$ cat config.mk
export PLATFORM = sky130hd
export DESIGN_NAME = multi_wave_gen
export DESIGN_NICKNAME = d
export VERILOG_FILES = /design/src/rtl/wave_pkg.sv /design/src/rtl/prescale_tick.sv /design/src/rtl/multi_wave_gen.sv
export SDC_FILE = /design/constraint.sdc
export NUM_CORES = 1
export LEC_CHECK = 0
export CAP_MARGIN = 10
export CORE_MARGIN = 4
export CORE_UTILIZATION = 45
export DETAILED_ROUTE_END_ITERATION = 6
export HOLD_SLACK_MARGIN = 0.1
export PLACE_DENSITY = 0.67
export SYNTH_ARGS = -nofsm -noshare
export SYNTH_HDL_FRONTEND = slang
export SYNTH_HIERARCHICAL = 1
export SYNTH_SLANG_ARGS = --single-unit
$ cat constraint.sdc
create_clock -name clk -period 7.5 [get_ports clk]
set_input_delay 0.75 -clock clk [delete_from_list [all_inputs] [get_ports clk]]
set_output_delay 0.75 -clock clk [all_outputs]
set_load 0.03 [all_outputs]
$ cat src/rtl/wave_pkg.sv
// Shared encodings for the multi-mode waveform generator.
package wave_pkg;

    typedef enum logic [1:0] {
        MODE_SAW = 2'd0,
        MODE_TRI = 2'd1,
        MODE_SQR = 2'd2,
        MODE_RSV = 2'd3
    } mode_e;

    typedef enum logic {
        DIR_UP   = 1'b0,
        DIR_DOWN = 1'b1
    } dir_e;

endpackage

$ cat src/rtl/prescale_tick.sv
// Step-interval counter: emits a one-cycle tick every prescaler+1 enabled cycles.
module prescale_tick #(
    parameter int PS_WIDTH = 16
) (
    input  logic                clk,
    input  logic                rst_n,
    input  logic                ena,
    input  logic                clear,
    input  logic [PS_WIDTH-1:0] prescaler,
    output logic                tick
);

    localparam logic [PS_WIDTH-1:0] PC_ZERO = {PS_WIDTH{1'b0}};
    localparam logic [PS_WIDTH-1:0] PC_ONE  = {{(PS_WIDTH-1){1'b0}}, 1'b1};

    logic [PS_WIDTH-1:0] pc_q;
    logic [PS_WIDTH-1:0] pc_d;

    // Next count and tick; a clear or a disabled cycle restarts the interval.
    always_comb begin
        tick = 1'b0;
        pc_d = pc_q;
        if (clear || !ena) begin
            pc_d = PC_ZERO;
        end else if (pc_q == prescaler) begin
            tick = 1'b1;
            pc_d = PC_ZERO;
        end else begin
            pc_d = pc_q + PC_ONE;
        end
    end

    // Count register.
    always_ff @(posedge clk or negedge rst_n) begin
        if (!rst_n) begin
            pc_q <= PC_ZERO;
        end else begin
            pc_q <= pc_d;
        end
    end

endmodule

$ cat src/rtl/multi_wave_gen.sv
// Multi-mode waveform generator: saw, triangle and square samples stepped by a
// prescaler, with a one-cycle strobe at each period end.
module multi_wave_gen
    import wave_pkg::*;
#(
    parameter int WIDTH    = 16,
    parameter int PS_WIDTH = 16
) (
    input  logic                clk,
    input  logic                rst_n,
    input  logic                ena,
    input  logic [1:0]          mode,
    input  logic [WIDTH-1:0]    amplitude,
    input  logic [WIDTH-1:0]    duty,
    input  logic [PS_WIDTH-1:0] prescaler,
    output logic [WIDTH-1:0]    data,
    output logic                wrap
);

    localparam logic [WIDTH-1:0] W_ZERO = {WIDTH{1'b0}};
    localparam logic [WIDTH-1:0] W_ONE  = {{(WIDTH-1){1'b0}}, 1'b1};

    logic [1:0]       mode_q;
    logic [1:0]       mode_d;
    logic [WIDTH-1:0] ph_q;
    logic [WIDTH-1:0] ph_d;
    dir_e             dir_q;
    dir_e             dir_d;
    logic [WIDTH-1:0] data_q;
    logic [WIDTH-1:0] data_d;
    logic             wrap_q;
    logic             wrap_d;
    logic             mode_change_s;
    logic             tick_s;

    assign mode_change_s = (mode != mode_q);

    prescale_tick #(
        .PS_WIDTH (PS_WIDTH)
    ) u_prescale_tick (
        .clk       (clk),
        .rst_n     (rst_n),
        .ena       (ena),
        .clear     (mode_change_s),
        .prescaler (prescaler),
        .tick      (tick_s)
    );

    // Phase/direction step, sample mux and wrap strobe.
    always_comb begin
        mode_d = mode;
        ph_d   = ph_q;
        dir_d  = dir_q;
        data_d = data_q;
        wrap_d = 1'b0;
        if (mode_change_s) begin
            ph_d   = W_ZERO;
            dir_d  = DIR_UP;
            data_d = W_ZERO;
        end else if (!ena) begin
            ph_d = ph_q;
        end else if (mode_e'(mode_q) == MODE_RSV) begin
            ph_d   = W_ZERO;
            data_d = W_ZERO;
        end else if (tick_s) begin
            case (mode_e'(mode_q))
                MODE_SAW, MODE_SQR: begin
                    // >= lets a shrunk amplitude wrap at once instead of overrunning.
                    if (ph_q >= amplitude) begin
                        ph_d   = W_ZERO;
                        wrap_d = 1'b1;
                    end else begin
                        ph_d = ph_q + W_ONE;
                    end
                    if (mode_e'(mode_q) == MODE_SQR) begin
                        data_d = (ph_d < duty) ? amplitude : W_ZERO;
                    end else begin
                        data_d = ph_d;
                    end
                end
                MODE_TRI: begin
                    if (amplitude == W_ZERO) begin
                        ph_d   = W_ZERO;
                        dir_d  = DIR_UP;
                        wrap_d = 1'b1;
                    end else if (dir_q == DIR_UP) begin
                        if (ph_q >= amplitude) begin
                            dir_d = DIR_DOWN;
                            ph_d  = amplitude - W_ONE;
                        end else begin
                            ph_d = ph_q + W_ONE;
                        end
                    end else begin
                        if (ph_q == W_ZERO) begin
                            dir_d  = DIR_UP;
                            ph_d   = W_ONE;
                            wrap_d = 1'b1;
                        end else if (ph_q > amplitude) begin
                            ph_d = amplitude;
                        end else begin
                            ph_d = ph_q - W_ONE;
                        end
                    end
                    data_d = ph_d;
                end
                default: begin
                    ph_d   = W_ZERO;
                    data_d = W_ZERO;
                end
            endcase
        end else begin
            ph_d = ph_q;
        end
    end

    // State and output registers.
    always_ff @(posedge clk or negedge rst_n) begin
        if (!rst_n) begin
            mode_q <= 2'd0;
            ph_q   <= W_ZERO;
            dir_q  <= DIR_UP;
            data_q <= W_ZERO;
            wrap_q <= 1'b0;
        end else begin
            mode_q <= mode_d;
            ph_q   <= ph_d;
            dir_q  <= dir_d;
            data_q <= data_d;
            wrap_q <= wrap_d;
        end
    end

    assign data = data_q;
    assign wrap = wrap_q;

endmodule

[Word-level counts from Yosys, hierarchy flattened]
Index checks and enable logic that the tools add are counted.
Word-level totals
  flip-flop bits (word level): 52
  latch bits: 0
  RAM bits: 0
  memory bits (read-only): 0
  input bits: 53
  memories: 0
Cells by class
  $add $sub $neg: 4
  multipliers: 0
  div/mod/pow operators: 0
  magnitude comparators: 3
  equal/unequal tests: 6
  shift-type cells: 0
  muxes and demuxes: 44
  bitwise gates (word level): 0
  reductions and logical operators: 12
Operators with widths (number)
  16-bit 2-to-1 mux: 23
  16-bit one-hot mux with 2 select lines: 2
  16-bit by 1-bit adder with 16-bit output (second input constant): 2
  16-bit zero test: 2
  16-bit by 1-bit subtractor with 16-bit output (second input constant): 2
  1-bit 2-to-1 mux: 18
  16-bit equality test: 1
  16-bit >= comparator: 1
  16-bit > comparator: 1
  16-bit < comparator: 1
  2-bit nonzero test: 3
  2-bit equality test (second input constant): 2
  4-bit AND reduction: 1
  3-bit nonzero test: 1
  2-bit by 1-bit equality test with 1-bit output (second input constant): 1
  2-bit zero test: 1
  2-bit by 1-bit != test with 1-bit output (second input constant): 1
  2-bit != test: 1
  1-bit one-hot mux with 2 select lines: 1
  2-bit AND reduction: 1
  2-bit OR reduction: 1
  1-bit zero test: 1
  1-bit logical OR: 1

[Longest topological paths before layout]
Gate-level depths: netlist of run 1.
  depth in word-level cells: 15
  depth in mapped cells: 20
  gate-level depth less buffers: 15

[Modules after synthesis]
The synthesis of run 1 kept the hierarchy.
Modules (own cells, without submodules)
  multi_wave_gen: times used 1, cells each 533, area an instance 4291.6 µm², sequential area each 900.9 µm²
  prescale_tick: times used 1, cells each 99, area an instance 974.7 µm², sequential area each 400.4 µm²

[Least setup slack after synthesis of run 1]
OpenSTA, ideal clock, no wires.
  path kind: input port to flip-flop
  start: in amplitude[13]
  end: reg data_q[12], in the netlist data[12]
  data arrival time: 4.371 ns
  data required time: 7.374 ns
  setup slack: 3.003 ns
  stages on the path: 19
  buffers on the path: 5
  cell sequence: clkbuf_1 -> inv_1 -> ha_1 -> nand4_2 -> nor4_1 -> nor2_1 -> nand3_2 -> buf_4 -> buf_2 -> buf_2 -> nor2_1 -> ha_1 -> a21o_1 -> a21oi_1 -> a211oi_1 -> a211o_1 -> a31oi_4 -> buf_2 -> a221o_1
Between the ends
  cells in the longest elaborated chain, start to end: 15
  elaborated cells between the ends (all ways): 22
  those cells by class: 3 x order compare; 18 x mux; 1 x reduce/logical
Ends and longest elaborated chain
  start, declared: RTL line multi_wave_gen.sv:13  | input logic [WIDTH-1:0] amplitude,
  16-bit >= comparator: RTL line multi_wave_gen.sv:69, multi_wave_gen.sv:87
  16-bit 2-to-1 mux: RTL line multi_wave_gen.sv:69  | if (ph_q >= amplitude) begin
  16-bit 2-to-1 mux: RTL line multi_wave_gen.sv:66  | case (mode_e'(mode_q))
  16-bit 2-to-1 mux: RTL line multi_wave_gen.sv:65  | end else if (tick_s) begin
  16-bit 2-to-1 mux: RTL line multi_wave_gen.sv:62  | end else if (mode_e'(mode_q) == MODE_RSV) begin
  16-bit 2-to-1 mux: RTL line multi_wave_gen.sv:60  | end else if (!ena) begin
  16-bit 2-to-1 mux: RTL line multi_wave_gen.sv:56  | if (mode_change_s) begin
  16-bit < comparator: RTL line multi_wave_gen.sv:76  | data_d = (ph_d < duty) ? amplitude : W_ZERO;
  16-bit 2-to-1 mux: RTL line multi_wave_gen.sv:76
  16-bit 2-to-1 mux: RTL line multi_wave_gen.sv:75  | if (mode_e'(mode_q) == MODE_SQR) begin
  16-bit one-hot mux with 2 select lines (*): RTL line multi_wave_gen.sv:66
  16-bit 2-to-1 mux (*): RTL line multi_wave_gen.sv:65
  16-bit 2-to-1 mux (*): RTL line multi_wave_gen.sv:62
  16-bit 2-to-1 mux (*): RTL line multi_wave_gen.sv:60
  16-bit 2-to-1 mux (*): RTL line multi_wave_gen.sv:56
  end signal, assigned: RTL line multi_wave_gen.sv:128  | data_q <= data_d;
  end, declared: RTL line multi_wave_gen.sv:29  | logic [WIDTH-1:0] data_q;
Every way passes the cells marked *; elsewhere a longest branch is shown, timed or not. The select of a mux whose other input is x is not followed.
A chain may end at the register's enable or synchronous reset.

[Final worst setup path of run 1]
  start: in amplitude[13]
  end: reg data_q[10], in the netlist data[10]
The elaborated chain is that of the path after synthesis.

==> flow_metrics.env, run 1 <==
export IMPL_synthMuxAreaShare_pct=5.346
export IMPL_status="finished clean"
export IMPL_cts_buffers_inserted=5
export IMPL_tns_ns=0
export IMPL_dr_pass1_iters=5
export IMPL_synth_seq_cells=52
export IMPL_hold_class="reg2reg"
export IMPL_worst_pin_slew_ns=0.9313
export IMPL_synth_top_family_by_area="simple AND/OR/NAND/NOR gates"
export IMPL_ys_seq_area_share_pct=24.71
export IMPL_die_w_um=116.2
export IMPL_syn_nets=721
export IMPL_die_area_mm2=0.01350
export IMPL_via_count=5147
export IMPL_p_leak_nw=2.482
export IMPL_core_area_mm2=0.01142
export IMPL_routed_wl_mm=17.31
export IMPL_synth_compound_area_share_pct=20.65
export IMPL_ys_types=70
export IMPL_skew_ns=0.004998
export IMPL_final_nets=765
export IMPL_drc=0
export IMPL_synth_simple_area_share_pct=23.69
export IMPL_cp_endpoint="data[10]"
export IMPL_dpl_hpwl_mm=12.91
export IMPL_setup_violations=0
export IMPL_relSlewSlack_pct=37.92
export IMPL_drtIter0Drc=436
export IMPL_reg2reg_to="data[10]"
export IMPL_cts_sinks=52
export IMPL_required_ns=7.74
export IMPL_powerDensity_mw_per_mm2=117.2
export IMPL_gp_congestion=1.035
export IMPL_synth_edff_count=0
export IMPL_cts_hold_buf=0
export IMPL_cts_max_level=2
export IMPL_ios=70
export IMPL_initial_core_util_pct=46.12
export IMPL_async_flop_share_pct=100.0
export IMPL_synth_xor_area_share_pct=10.31
export IMPL_hold_path_depth=1
export IMPL_postSynthCellCount=632
export IMPL_rsz0062_at_grt="false"
export IMPL_maxSlewViolCount=0
export IMPL_io_buffers=69
export IMPL_antenna_found_initial=0
export IMPL_grt_overflow=0
export IMPL_cp_startpoint="amplitude[13]"
export IMPL_cp_arrival_ns=5.59
export IMPL_critPathCaptureType="flop"
export IMPL_clock_root_buffer="clkbuf_16"
export IMPL_ff2ff_path_depth=10
export IMPL_drive_above_1_share_pct=6.204
export IMPL_synth_area_mm2=0.005266
export IMPL_min_period_ns=5.352
export IMPL_maxCapViolations=0
export IMPL_peakVddDrop_mv=0.1270
export IMPL_yosys_area_share_adder_pct=8.553
export IMPL_r2r_slack_ns=2.37
export IMPL_cts_tree="yes"
export IMPL_viasPerCell=6.277
export IMPL_grt_pass1_vias=5082
export IMPL_clk_latency_ns=0.30
export IMPL_grt_pass1_wl_mm=27.56
export IMPL_diodes=0
export IMPL_critPathMaxFanout=35
export IMPL_ys_flop_type="dfrtp_1"
export IMPL_avgSynthCellArea_um2=8.333
export IMPL_yosys_warnings=6
export IMPL_clk_pin_slew_ns=0.08
export IMPL_grt_usage_pct=26.36
export IMPL_fin_util_pct=53.57
export IMPL_path_class="in2reg"
export IMPL_rr_startpoint="mode_q[0]"
export IMPL_finalHoldViolations=0
export IMPL_critPathLaunchType="input pin"
export IMPL_max_freq_mhz=186.8
export IMPL_die_height_um=116.2
export IMPL_period_share_pct=71.36
export IMPL_wl_per_cell_um=21.11
export IMPL_rows=39
export IMPL_grt_max_degree=53
export IMPL_cts_buffer_depth=2
export IMPL_postCtsSetupBuffers=0
export IMPL_syn_to_final_growth_pct=16.16
export IMPL_ant_nets=0
export IMPL_cts_resized_gates=0
## per-layer routing
metal  vias to the layer above  routed length, um  global-route usage [%]
li1                       2415                  -                       -
met1                      2464               7441                   36.31
met2                       224               7777                   40.24
met3                        44               1493                   6.114
met4                         0                601                   10.13
met5                         -                  0                       0
## state kept, by name (all words and copies together), names as in the netlist
name                  cells
u_prescale_tick/pc_q     16
data                     16
wrap                      1
mode_q                    2
ph_q                     16
dir_q                     1
## cells in the final DEF, fill, tap and decap left out, types with 9 or more instances in the layout
master           count
clkdlybuf4s50_1     68
nor2_1              60
xnor2_1             52
dfrtp_1             52
inv_1               41
nand2_1             36
ha_1                36
mux2i_1             27
a21oi_1             26
o21ai_0             24
nor3_1              23
nand4_1             22
nand3_1             20
nor4_1              19
o21a_1              12
a221o_1             11
xor2_1              10
o22ai_1              9
## cells by family after synthesis
| logic type | Yosys count |
|---|---|
| compound gates | 148 |
| xor+xnor | 62 |
| fa+ha+maj | 36 |
| buf+inv | 79 |
| flops | 52 |
| mux | 28 |
| simple gates | 227 |
## cell type report
type / count / area (um2)
clock inverters: 3 / 21.27
well taps: 143 / 178.9
repair buffers: 74 / 723.2
clock buffers: 5 / 125.1
inverters: 42 / 157.7
multi-input cells: 501 / 3610
flip-flops and latches: 52 / 1301
fillers: 1102 / 5301
## cell usage after synthesis (all sizes together), types with 6 or more instances
| master | instances | share of area (%) |
|---|---|---|
| a211oi | 7 | 1.0 |
| a21o | 7 | 1.0 |
| a21oi | 26 | 2.5 |
| a221o | 11 | 2.1 |
| a31oi | 6 | 1.3 |
| and3 | 6 | 0.74 |
| buf | 20 | 2.5 |
| clkbuf | 17 | 1.2 |
| dfrtp | 52 | 25 |
| ha | 36 | 8.6 |
| inv | 41 | 2.9 |
| mux2i | 27 | 5.1 |
| nand2 | 36 | 2.6 |
| nand3 | 22 | 2.3 |
| nand4 | 24 | 3.1 |
| nor2 | 60 | 4.3 |
| nor3 | 25 | 2.7 |
| nor4 | 24 | 3.8 |
| o21a | 12 | 1.7 |
| o21ai | 27 | 2.7 |
| o22ai | 9 | 1.1 |
| o31ai | 8 | 1.1 |
| xnor2 | 52 | 8.6 |
| xor2 | 10 | 1.7 |
## worst max-delay path, stage by stage
cell	delay [ns]
clkdlybuf4s50_1	0.66
inv_1	0.09
ha_1	0.33
a211oi_1	0.32
o21bai_1	0.14
nor2_1	0.23
nand3_2	0.68
nor2_1	0.30
ha_1	0.27
a21o_1	0.16
a21o_1	0.16
a21oi_1	0.19
a211oi_1	0.15
a211o_1	0.31
a31oi_4	0.55
a221o_1	0.26
## power breakdown
group / internal, mW / total [mW] / switching, mW
Combinational: 0.0746 / 0.179 / 0.104
Clock: 0.125 / 0.242 / 0.117
Sequential: 0.284 / 0.296 / 0.0116
## how the worst min path moves through the flow
stage / startpoint / end
after global routing: data[12] / data[12]
final: data[4] / data[4]
after detailed placement: data[12] / data[12]
after CTS: data[12] / data[12]
after floorplan: rst_n / data[0]
after global placement: data[6] / data[6]
## per-stage QoR
step / hold slack, ns / cells / setup slack (ns) / power [mW] / instance area (um2)
CTS: 0.5304 / 820 / 2.140 / 0.7194 / 6117
detailed placement: 0.5017 / 812 / 1.898 / 0.4769 / 5971
floorplan: 0.4544 / 632 / 3.003 / 0.4029 / 5266
finish: 0.5279 / 820 / 2.148 / 0.7168 / 6117
global route: 0.5480 / 820 / 1.756 / 0.7515 / 6117
global placement: 0.5069 / 812 / 2.004 / 0.4737 / 5971
No activity file was read; power rests on OpenSTA's default activity.
==> inputs of run 2 (changes only) <==
--- a/config.mk
+++ b/config.mk
@@ -10,7 +10,7 @@
 export CORE_UTILIZATION = 45
 export DETAILED_ROUTE_END_ITERATION = 6
 export HOLD_SLACK_MARGIN = 0.1
-export PLACE_DENSITY = 0.67
+export PLACE_DENSITY = 0.7
 export SYNTH_ARGS = -nofsm -noshare
 export SYNTH_HDL_FRONTEND = slang
 export SYNTH_HIERARCHICAL = 1
==> constraint.sdc (replaced) <==
create_clock -name clk -period 4.6 [get_ports clk]
set_input_delay 0.46 -clock clk [delete_from_list [all_inputs] [get_ports clk]]
set_output_delay 0.46 -clock clk [all_outputs]
set_load 0.03 [all_outputs]
==> run 2 against run 1 <==
Non-clock buffer count rose by 23. Total power rose by 64%. Count of clock-buffer cells in the layout did not move. Critical path depth is 1 higher. Combinational power is 70% higher. Largest power group unchanged. Sequential cell count stayed put. Sequential power increased by 62%. Final area increased by 2.8%. Final cell count increased by 2.8%. Core utilization is 1.5 points higher. Register-to-register slack worse by 1.8 ns. Global-route usage decreased by 0.65 points.
==> flow_metrics.env, run 2 (same netlist as run 1, synthesis figures left out) <==
export IMPL_grt_usage_pct=25.71
export IMPL_grt_pass1_vias=5293
export IMPL_gp_congestion=0.9924
export IMPL_postCtsSetupBuffers=0
export IMPL_cts_max_level=2
export IMPL_cts_tree="yes"
export IMPL_cts_buffers_inserted=5
export IMPL_drc=0
export IMPL_cts_hold_buf=0
export IMPL_die_height_um=116.2
export IMPL_die_w_um=116.2
export IMPL_rsz0062_at_grt="false"
export IMPL_min_period_ns=4.129
export IMPL_via_count=5288
export IMPL_tns_ns=0
export IMPL_hold_class="in2async"
export IMPL_worstPathCellList="clkdlybuf4s50_1 > inv_1 > ha_1 > nand4_2 > nor2_1 > a2bb2oi_2 > nand3_2 > nor2_1 > ha_1 > a21o_1 > a21o_1 > a21oi_1 > a211oi_1 > a211o_1 > a31oi_4 > buf_4 > a221o_1"
export IMPL_setup_violations=0
export IMPL_powerDensity_mw_per_mm2=187.2
export IMPL_syn_to_final_growth_pct=19.43
export IMPL_final_common_cell="clkdlybuf4s50_1"
export IMPL_grt_max_degree=53
export IMPL_finalHoldViolations=0
export IMPL_crit_slowest_cell="clkdlybuf4s50_1"
export IMPL_routed_wl_mm=16.96
export IMPL_path_delay_family="compound AO/OA/AOI/OAI gates"
export IMPL_path_class="in2reg"
export IMPL_most_common_layout_cells="clkdlybuf4s50_1 (68), nor2_1 (60), xnor2_1 (52), dfrtp_1 (52), inv_1 (41)"
export IMPL_period_share_pct=89.75
export IMPL_critPathLaunchType="input pin"
export IMPL_diodes=0
export IMPL_peakVddDrop_mv=0.1722
export IMPL_initial_core_util_pct=46.12
export IMPL_whs_ns=0.2863
export IMPL_cts_sinks=52
export IMPL_grt_pass1_wl_mm=27.33
export IMPL_path_buf_inv=3
export IMPL_cp_arrival_ns=4.36
export IMPL_drive_above_1_share_pct=9.286
export IMPL_cts_resized_gates=0
export IMPL_wl_per_cell_um=20.12
export IMPL_core_area_mm2=0.01142
export IMPL_required_ns=4.84
export IMPL_antenna_found_initial=0
export IMPL_skew_ns=0.005210
export IMPL_ant_nets=0
export IMPL_drtIter0Drc=505
export IMPL_io_buffers=69
export IMPL_final_nets=788
export IMPL_clock_root_buffer="clkbuf_16"
export IMPL_status="finished clean"
export IMPL_clk_latency_ns=0.30
export IMPL_grt_overflow=0
export IMPL_maxCapViolations=0
export IMPL_worst_pin_slew_ns=0.7450
export IMPL_p_leak_nw=2.596
export IMPL_dpl_hpwl_mm=12.94
export IMPL_viasPerCell=6.273
export IMPL_critPathMaxFanout=16
export IMPL_slowest_delay_ns=0.64
export IMPL_maxSlewViolCount=0
export IMPL_clk_pin_slew_ns=0.07
export IMPL_dr_pass1_iters=6
export IMPL_die_area_mm2=0.01350
export IMPL_relSlewSlack_pct=49.92
export IMPL_rows=39
export IMPL_critPathCaptureType="flop"
export IMPL_ios=70
export IMPL_cts_buffer_depth=2
export IMPL_max_freq_mhz=242.2
run 2: cell types whose count changed in the layout (fill, tap and decap cells not counted), sizes merged:
cell / before / now
buf: 6 / 29
run 2: worst paths after layout:
| check | start | end | slack, ns | depth (start not counted) |
|---|---|---|---|---|
| setup / recovery | amplitude[14] | data[12] | 0.47 | 17 |
| hold / removal | rst_n | mode_q[1] | 0.29 | 2 |
| setup reg to reg | ph_q[2] | data[12] | 0.60 | 14 |
| hold reg to reg | data[6] | data[6] | 0.52 | 1 |
| max in group asynchronous | rst_n | data[12] | 3.84 | 2 |
| min in group clk | data[6] | data[6] | 0.52 | 1 |
run 2: stage by stage:
step,setup slack [ns],std cells,utilization [%],power [mW],area (um2)
detailed placement,0.2105,835,53.80,0.7884,6143
floorplan,0.3927,632,-,0.6570,5266
finish,0.4713,843,55.08,1.178,6290
global placement,0.3296,835,53.80,0.7822,6143
CTS,0.5234,843,55.08,1.178,6290
global route,0.1682,843,55.08,1.228,6290
run 2: layout make-up:
type | instances | area, um2
Tap cell | 143 | 178.9
Multi-Input combinational cell | 501 | 3610
Fill cell | 1058 | 5129
Clock inverter | 3 | 21.27
Inverter | 42 | 157.7
Clock buffer | 5 | 125.1
Timing Repair Buffer | 97 | 895.9
Sequential cell | 52 | 1301
run 2: power by group:
| part | total [mW] | internal, mW | switching, mW |
|---|---|---|---|
| Combinational | 0.305 | 0.133 | 0.173 |
| Sequential | 0.479 | 0.463 | 0.0160 |
| Clock | 0.393 | 0.204 | 0.189 |
| Total | 1.18 | 0.799 | 0.378 |
run 2: routing by layer:
| metal | vias up | global-route usage (%) | part of all wire [%] |
|---|---|---|---|
| met5 | - | 0 | 0 |
| met4 | 0 | 8.894 | 3.0 |
| met3 | 42 | 5.440 | 9.4 |
| met2 | 275 | 40.28 | 45 |
| met1 | 2511 | 35.29 | 43 |
| li1 | 2460 | - | - |
==> inputs of run 3 (changes only) <==
--- a/config.mk
+++ b/config.mk
@@ -9,8 +9,8 @@
 export CORE_MARGIN = 4
 export CORE_UTILIZATION = 45
 export DETAILED_ROUTE_END_ITERATION = 6
-export HOLD_SLACK_MARGIN = 0.1
 export PLACE_DENSITY = 0.7
+export SKIP_LAST_GASP = 1
 export SYNTH_ARGS = -nofsm -noshare
 export SYNTH_HDL_FRONTEND = slang
 export SYNTH_HIERARCHICAL = 1
==> results of run 3 <==
No change in the layout: final DEF, timing and power equal those of run 2.
